**src/rtl/fifo_hash_unit_if.sv**
```systemverilog
// Handshake bundle for the FWFT FIFO half of fifo_hash_unit.
// The producer/consumer side is the master and the FIFO is the slave.
interface fifo_hash_unit_if #(
    parameter int WIDTH = 72
);
    logic [WIDTH-1:0] din;
    logic             wr_en;
    logic             rd_en;
    logic [WIDTH-1:0] dout;
    logic             full;
    logic             nearly_full;
    logic             empty;

    modport master (
        output din,
        output wr_en,
        output rd_en,
        input  dout,
        input  full,
        input  nearly_full,
        input  empty
    );

    modport slave (
        input  din,
        input  wr_en,
        input  rd_en,
        output dout,
        output full,
        output nearly_full,
        output empty
    );
endinterface

```
**src/rtl/fifo_hash_unit.sv**
```systemverilog
// Small first-word-fall-through FIFO plus an independent two-index
// combinational flow hash used for Bloom-filter style lookups.
module fifo_hash_unit #(
    parameter int WIDTH          = 72,
    parameter int MAX_DEPTH_BITS = 3,
    parameter int INPUT_WIDTH    = 128,
    parameter int OUTPUT_WIDTH   = 19
) (
    input  logic                    clk,
    input  logic                    reset,
    fifo_hash_unit_if.slave         fif,
    input  logic [INPUT_WIDTH-1:0]  data,
    output logic [OUTPUT_WIDTH-1:0] hash_0,
    output logic [OUTPUT_WIDTH-1:0] hash_1
);

    localparam int DEPTH = 1 << MAX_DEPTH_BITS;
    localparam int NCH   = (INPUT_WIDTH + OUTPUT_WIDTH - 1) / OUTPUT_WIDTH;
    localparam int PW    = MAX_DEPTH_BITS;
    localparam int CW    = MAX_DEPTH_BITS + 1;

    localparam logic [PW-1:0] PTR_ONE = 1;
    localparam logic [CW-1:0] CNT_ONE = 1;
    localparam logic [CW-1:0] CNT_MAX = CW'(DEPTH);
    localparam logic [CW-1:0] CNT_NF  = CW'(DEPTH - 1);

    logic [WIDTH-1:0] mem_q [DEPTH];
    logic [PW-1:0]    wr_ptr_q, wr_ptr_d;
    logic [PW-1:0]    rd_ptr_q, rd_ptr_d;
    logic [CW-1:0]    count_q, count_d;
    logic             full_q, full_d;
    logic             nf_q, nf_d;
    logic             empty_q, empty_d;
    logic             wr_ok;
    logic             rd_ok;

    assign wr_ok = fif.wr_en & ~full_q;
    assign rd_ok = fif.rd_en & ~empty_q;

    always_comb begin
        wr_ptr_d = wr_ptr_q;
        rd_ptr_d = rd_ptr_q;
        count_d  = count_q;
        if (wr_ok) begin
            wr_ptr_d = wr_ptr_q + PTR_ONE;
        end
        if (rd_ok) begin
            rd_ptr_d = rd_ptr_q + PTR_ONE;
        end
        if (wr_ok && !rd_ok) begin
            count_d = count_q + CNT_ONE;
        end else if (rd_ok && !wr_ok) begin
            count_d = count_q - CNT_ONE;
        end
        full_d  = (count_d == CNT_MAX);
        nf_d    = (count_d >= CNT_NF);
        empty_d = (count_d == '0);
    end

    always_ff @(posedge clk) begin
        if (reset) begin
            wr_ptr_q <= '0;
            rd_ptr_q <= '0;
            count_q  <= '0;
            full_q   <= 1'b0;
            nf_q     <= 1'b0;
            empty_q  <= 1'b1;
        end else begin
            wr_ptr_q <= wr_ptr_d;
            rd_ptr_q <= rd_ptr_d;
            count_q  <= count_d;
            full_q   <= full_d;
            nf_q     <= nf_d;
            empty_q  <= empty_d;
        end
    end

    // Storage is deliberately not cleared on reset.
    always_ff @(posedge clk) begin
        if (!reset && wr_ok) begin
            mem_q[wr_ptr_q] <= fif.din;
        end
    end

    assign fif.dout        = mem_q[rd_ptr_q];
    assign fif.full        = full_q;
    assign fif.nearly_full = nf_q;
    assign fif.empty       = empty_q;

    function automatic logic [OUTPUT_WIDTH-1:0] rotl(
        input logic [OUTPUT_WIDTH-1:0] v,
        input int                      r
    );
        rotl = (v << r) | (v >> (OUTPUT_WIDTH - r));
    endfunction

    logic [NCH*OUTPUT_WIDTH-1:0] pad_data;
    logic [OUTPUT_WIDTH-1:0]     chunk;

    // Last chunk is zero-extended; chunk k feeds hash_1 rotated by k.
    always_comb begin
        pad_data = '0;
        pad_data[INPUT_WIDTH-1:0] = data;
        hash_0 = '0;
        hash_1 = '0;
        chunk  = '0;
        for (int k = 0; k < NCH; k++) begin
            chunk  = pad_data[k*OUTPUT_WIDTH +: OUTPUT_WIDTH];
            hash_0 = hash_0 ^ chunk;
            hash_1 = hash_1 ^ rotl(chunk, k % OUTPUT_WIDTH);
        end
    end

endmodule

```
**src/flat_wrapper.sv**
```systemverilog
// flat-port wrapper written by rule: the top's interface ports become plain ports
module fifo_hash_unit_flat 
#(
    parameter int WIDTH          = 72,
    parameter int MAX_DEPTH_BITS = 3,
    parameter int INPUT_WIDTH    = 128,
    parameter int OUTPUT_WIDTH   = 19
)
  (clk, reset, data, hash_0, hash_1, fif_din, fif_wr_en, fif_rd_en, fif_dout, fif_full, fif_nearly_full, fif_empty);
  fifo_hash_unit_if #(.WIDTH(WIDTH)) fif_i ();
  input  logic clk;
  input  logic reset;
  input  logic [INPUT_WIDTH-1:0] data;
  output logic [OUTPUT_WIDTH-1:0] hash_0;
  output logic [OUTPUT_WIDTH-1:0] hash_1;
  input wire logic [$bits(fif_i.din)-1:0] fif_din;
  input wire logic [$bits(fif_i.wr_en)-1:0] fif_wr_en;
  input wire logic [$bits(fif_i.rd_en)-1:0] fif_rd_en;
  output wire logic [$bits(fif_i.dout)-1:0] fif_dout;
  output wire logic [$bits(fif_i.full)-1:0] fif_full;
  output wire logic [$bits(fif_i.nearly_full)-1:0] fif_nearly_full;
  output wire logic [$bits(fif_i.empty)-1:0] fif_empty;
  assign fif_i.din = fif_din;
  assign fif_i.wr_en = fif_wr_en;
  assign fif_i.rd_en = fif_rd_en;
  assign fif_dout = fif_i.dout;
  assign fif_full = fif_i.full;
  assign fif_nearly_full = fif_i.nearly_full;
  assign fif_empty = fif_i.empty;
  fifo_hash_unit #(.WIDTH(WIDTH), .MAX_DEPTH_BITS(MAX_DEPTH_BITS), .INPUT_WIDTH(INPUT_WIDTH), .OUTPUT_WIDTH(OUTPUT_WIDTH)) u_core (.clk(clk), .reset(reset), .fif(fif_i), .data(data), .hash_0(hash_0), .hash_1(hash_1));
endmodule
```
**config.mk**
```make
export PLATFORM = sky130hd
export DESIGN_NAME = fifo_hash_unit_flat
export DESIGN_NICKNAME = d
export VERILOG_FILES = /design/src/rtl/fifo_hash_unit_if.sv /design/src/rtl/fifo_hash_unit.sv /design/src/flat_wrapper.sv
export SDC_FILE = /design/constraint.sdc
export NUM_CORES = 1
export LEC_CHECK = 0
export ABC_CLOCK_PERIOD_IN_PS = 18280
export CAP_MARGIN = 30
export CORE_UTILIZATION = 62
export CTS_BUF_LIST = sky130_fd_sc_hd__clkbuf_4 sky130_fd_sc_hd__clkbuf_8
export CTS_CLUSTER_DIAMETER = 50
export CTS_CLUSTER_SIZE = 12
export DETAILED_ROUTE_END_ITERATION = 10
export PLACE_DENSITY_LB_ADDON = 0.1
export SYNTH_ARGS = -nofsm -noshare
export SYNTH_HDL_FRONTEND = slang
export SYNTH_SLANG_ARGS = --single-unit
```
**constraint.sdc**
```tcl
create_clock -name clk -period 18.28 [get_ports clk]
set_input_delay 2.742 -clock clk [delete_from_list [all_inputs] [get_ports clk]]
set_output_delay 2.742 -clock clk [all_outputs]
set_load 0.005 [all_outputs]
```
-- After elaboration in Yosys (flattened, before gate mapping)
Memory sizes are Yosys's and may differ from the RTL's. A register that Yosys moved wholly into a read port is not among the register bits.
Cells that the tools add are included.
W data, S select, Z words.
- flip-flop bits (word level): 13
- RAM bits: 576
- input bits: 204
- output and inout bits: 113
- word-level logic and storage cells: 48
- memories: 1
- memories (memory ; words ; width ; read ports ; clocked after memory_dff ; wr ports ; line ; RTL):
    u_core.mem_q ; 8 ; 72 ; 1 ; 1 ; 1 ; fifo_hash_unit.sv:27 ; logic [WIDTH-1:0] mem_q [DEPTH];
- $add $sub $neg: 4
- magnitude comparators: 1
- equality and inequality tests: 1
- muxes and demuxes: 6
- bitwise logic cells: 22
- reduce and logical (&&, ||, !) cells: 7
- operator list (kind ; count):
    $xor A19 B19 Y19 ; 11
    $or A19 B1 Y19 ; 2
    $or A19 B2 Y19 ; 1
    $or A19 B3 Y19 ; 1
    $or A19 B4 Y19 ; 1
    $or A19 B5 Y19 ; 1
    $xor A19 B14 Y19 ; 1
    $mux W4 ; 2
    $add A3 B1 Y3 const B ; 2
    $mux W3 ; 2
    $add A4 B1 Y4 const B ; 1
    $eq A4 B4 Y1 const B ; 1
    $ge A4 B3 Y1 const B ; 1
    $logic_not A4 Y1 ; 1
    $sub A4 B1 Y4 const B ; 1
    $logic_and A1 B1 Y1 ; 3
    $logic_not A1 Y1 ; 3
    $and A1 B1 Y1 ; 2
    $mux W1 ; 2
    $not A1 Y1 ; 2

-- Longest topological paths before layout
- depth after elaboration: 7
- depth in mapped cells: 5
- depth with buffers taken out: 5

-- Least setup slack after synthesis
No wires, ideal clock.
- path kind: input port to flip-flop
- start point: input fif_wr_en
- end point: memory u_core.mem_q[0][0] (enable)
- setup time: 679 ps
- data arrival time: 9878 ps
- required time: 17601 ps
- setup slack: 7723 ps
- cell stages on the path: 3
- path buffers: 0
- cell sequence: and2b_1 -> nand2b_1 -> nor4_1
- cells in the longest elaborated chain, start to end: 4
- RTL lines (what ; line ; RTL):
    start, declared ; flat_wrapper.sv:17 ; input wire logic [$bits(fif_i.wr_en)-1:0] fif_wr_en;
    $and A1 B1 Y1 ; fifo_hash_unit.sv:37 ; assign wr_ok = fif.wr_en & ~full_q;
    $logic_and A1 B1 Y1 ; fifo_hash_unit.sv:80 ; if (!reset && wr_ok) begin
    $mux W1 ; fifo_hash_unit.sv:80 ;
    $mux W1 (implied by the code) ; fifo_hash_unit.sv:81 ; mem_q[wr_ptr_q] <= fif.din;
    end, declared ; fifo_hash_unit.sv:27 ;
No other way between the ends.

-- Worst setup path after layout
- start point: input data[101]
- end point: output hash_1[11]
- cells in the longest elaborated chain, start to end: 3
- RTL lines (what ; line ; RTL):
    start, declared ; flat_wrapper.sv:13 ; input logic [INPUT_WIDTH-1:0] data;
    $or A19 B5 Y19 ; fifo_hash_unit.sv:94 ; rotl = (v << r) | (v >> (OUTPUT_WIDTH - r));
    $xor A19 B19 Y19 (2 in series) ; fifo_hash_unit.sv:110 ; hash_1 = hash_1 ^ rotl(chunk, k % OUTPUT_WIDTH);
    end, declared ; flat_wrapper.sv:15 ; output logic [OUTPUT_WIDTH-1:0] hash_1;
No other way between the ends.

==> impl_metrics.ini <==
[status]
status = completed

[die]
die_h_um = 201
core_area_mm2 = 0.0388
io_pins = 317
placementRows = 72
die_area_mm2 = 0.0403
initial_core_util_pct = 63.1
die_w_um = 201

[setup_path]
crit_start = data[101]
reg2reg_slack_ps = 15340
worstPathArrival_ps = 4480
cp-start-kind = input port
required_ps = 15540
rr_startpoint = u_core.fif.full
crit_type = input port to primary output
worstPathMaxFanout = 2
crit_path_end_kind = primary output

[global_routing]
antenna_found_initial = 5
grt_remaining_overflow = 0
grt_max_degree = 56
first_global_vias = 12600
grt_pass1_wl_um = 74000
grt_usage_pct = 24.8

[logic_synthesis]
synth.avg_cell_area_um2 = 21.5
synthArstFlopShare_pct = 0
synth_nets = 1347
yosys-top-cells-count = 576 x edfxtp_1, 155 x xnor2_1, 144 x mux4_2, 69 x xor2_1, 60 x mux2_4
ys_warn_count = 0
synth_ff_type = edfxtp_1
ys_types = 34
synth_top_cell_by_area = edfxtp_1
synthMostInstantiatedCell = edfxtp_1
synth_area_leaders = edfxtp_1 71%, mux4_2 13%, xnor2_1 5.5%
syn_area_mm2 = 0.0245
synth-seq-cells = 592
synth_top_area_share_pct = 70.6
postSynthCellCount = 1139
yosysSeqAreaShare_pct = 71.9
synth_edf_count = 576

[clock_network]
cts_resized = 0
cts_buffer_depth = 3
cts.sinks = 592
cts_htree_levels = 2
cts_hold_buffers = 0
clk_pin_slew_worst_paths_ps = 80
post_cts.repair.setup_buffers = 0
cts_tree = done
root_buffer = clkbuf_8
clk_latency_ps = 650
cts_made_buffers = 56

[routing]
drcViolationCount = 0
drtIter0Drc = 714
wl_um = 49400
ant_nets = 0
num_vias = 11800
avgRoutedWirePerCell_um = 24.3
drtPass1Iterations = 6
vias_per_cell = 5.81

[run]
maxCapViolCount = 0

[placed_design]
io_buffers = 316
place.gp.congestion = 0.908
dp_hpwl_um = 30400
dpl_cell_area_mm2 = 0.0283
dpl_worst_slack_ps = 11030

[sta]
fmax_ghz = 0.138
tightest_slew_ps = 975
period_share_pct = 39.5
rsz0062_at_grt = false
finalHoldViolations = 0
setup_violations = 0
tns_ps = 0
fin_crit_ps = 7220
whs_ps = 477
slew_violations = 0
slew_headroom_pct = 35.0
finalClockSkew_ps = 36.4
post-route-worst-setup-slack_ps = 11060

[layout]
drive_above_1_share_pct = 21.5
final_util_pct = 75.3
n_fill_cell = 2192
fin_area_mm2 = 0.0292
area_delta_synth_final_pct = 19.3
nNetsFinal = 1700

[power_and_ir_drop]
power_density_mw_per_mm2 = 95.6
power_leakage_nw = 9.17
irDropWorstVdd_uv = 77.0

[hold_path]
hold_path_class = flop to flop
hold_start = u_core.rd_ptr_q[1]
-- per-stage QoR --
stage,std cells,power [mW]
after floorplan,1139,1.87
after global placement,1949,2.09
after detailed placement,1950,2.11
after CTS,2026,2.82
after global routing,2029,2.90
final,2031,2.79
-- registers in the layout (all words and copies together) (netlist names), named ones only --
signal	flops
u_core.count_q	4
u_core.fif.empty	1
u_core.fif.full	1
u_core.fif.nearly_full	1
u_core.mem_q	576
u_core.rd_ptr_q	3
u_core.wr_ptr_q	3
-- critical path, cell delays in order --
cell and delay [ps]:
clkdlybuf4s50_1 520, xor2_1 330, xnor2_1 190, xnor2_1 140
clkdlybuf4s50_1 550
-- report_power, final --
part,switching [mW],internal (mW)
logic,0.208,0.335
clock network,0.405,0.315
registers,0.0180,1.51
total,0.632,2.16
-- cell type report --
cell class	instances	area (um2)	share of cell area (%)
Sequential cell	592	17600	60.3
Multi-Input combinational cell	500	6640	22.7
Timing Repair Buffer	337	3370	11.5
Clock buffer	71	896	3.06
Tap cell	518	648	2.22
Clock inverter	5	33.8	0.116
Inverter	5	18.8	0.0642
Antenna cell	3	7.51	0.0257
-- routing by layer --
layer  track usage [%]  up-vias  part of all wire [%]
met5                 0        -                 0.051
met4              7.14        4                   2.4
met1              33.5     6114                    41
met3              5.78       87                   6.3
li1                  -     5237                     -
met2              41.0      364                    50
-- cells in the final DEF, fill, tap and decap left out, types with 13 or more instances in the layout --
master / n
edfxtp_1: 576
clkdlybuf4s50_1: 316
xnor2_1: 155
mux4_2: 144
xor2_1: 69
mux2_4: 60
clkbuf_8: 58
buf_4: 18
nand2_1: 14
clkbuf_4: 13
dfxtp_1: 13
-- path summary, 6_finish.rpt --
| path | endpoint | depth (start not counted) |
|---|---|---|
| worst max-delay path | hash_1[11] | 5 |
| worst max register to register | u_core.mem_q[4][23] | 4 |
| worst min register to register | flop | 2 |
| worst min-delay path | flop | 2 |
-- cell families (layout without fill, tap and decap cells) --
| group | count (synthesis) | in the layout | synth area share (%) |
|---|---|---|---|
| AOI/OAI and AO/OA | 10 | 10 | 0.301 |
| xor gates and xnor gates | 224 | 224 | 8.00 |
| adders and majority gates | 4 | 4 | 0.204 |
| buffers and inverters | 47 | 418 | 1.30 |
| DFF | 592 | 592 | 71.9 |
| muxes | 217 | 217 | 17.5 |
| other | 0 | 3 | 0 |
| and+or+nand+nor | 45 | 45 | 0.827 |
Note: power is estimated with default switching activity, not from simulation.
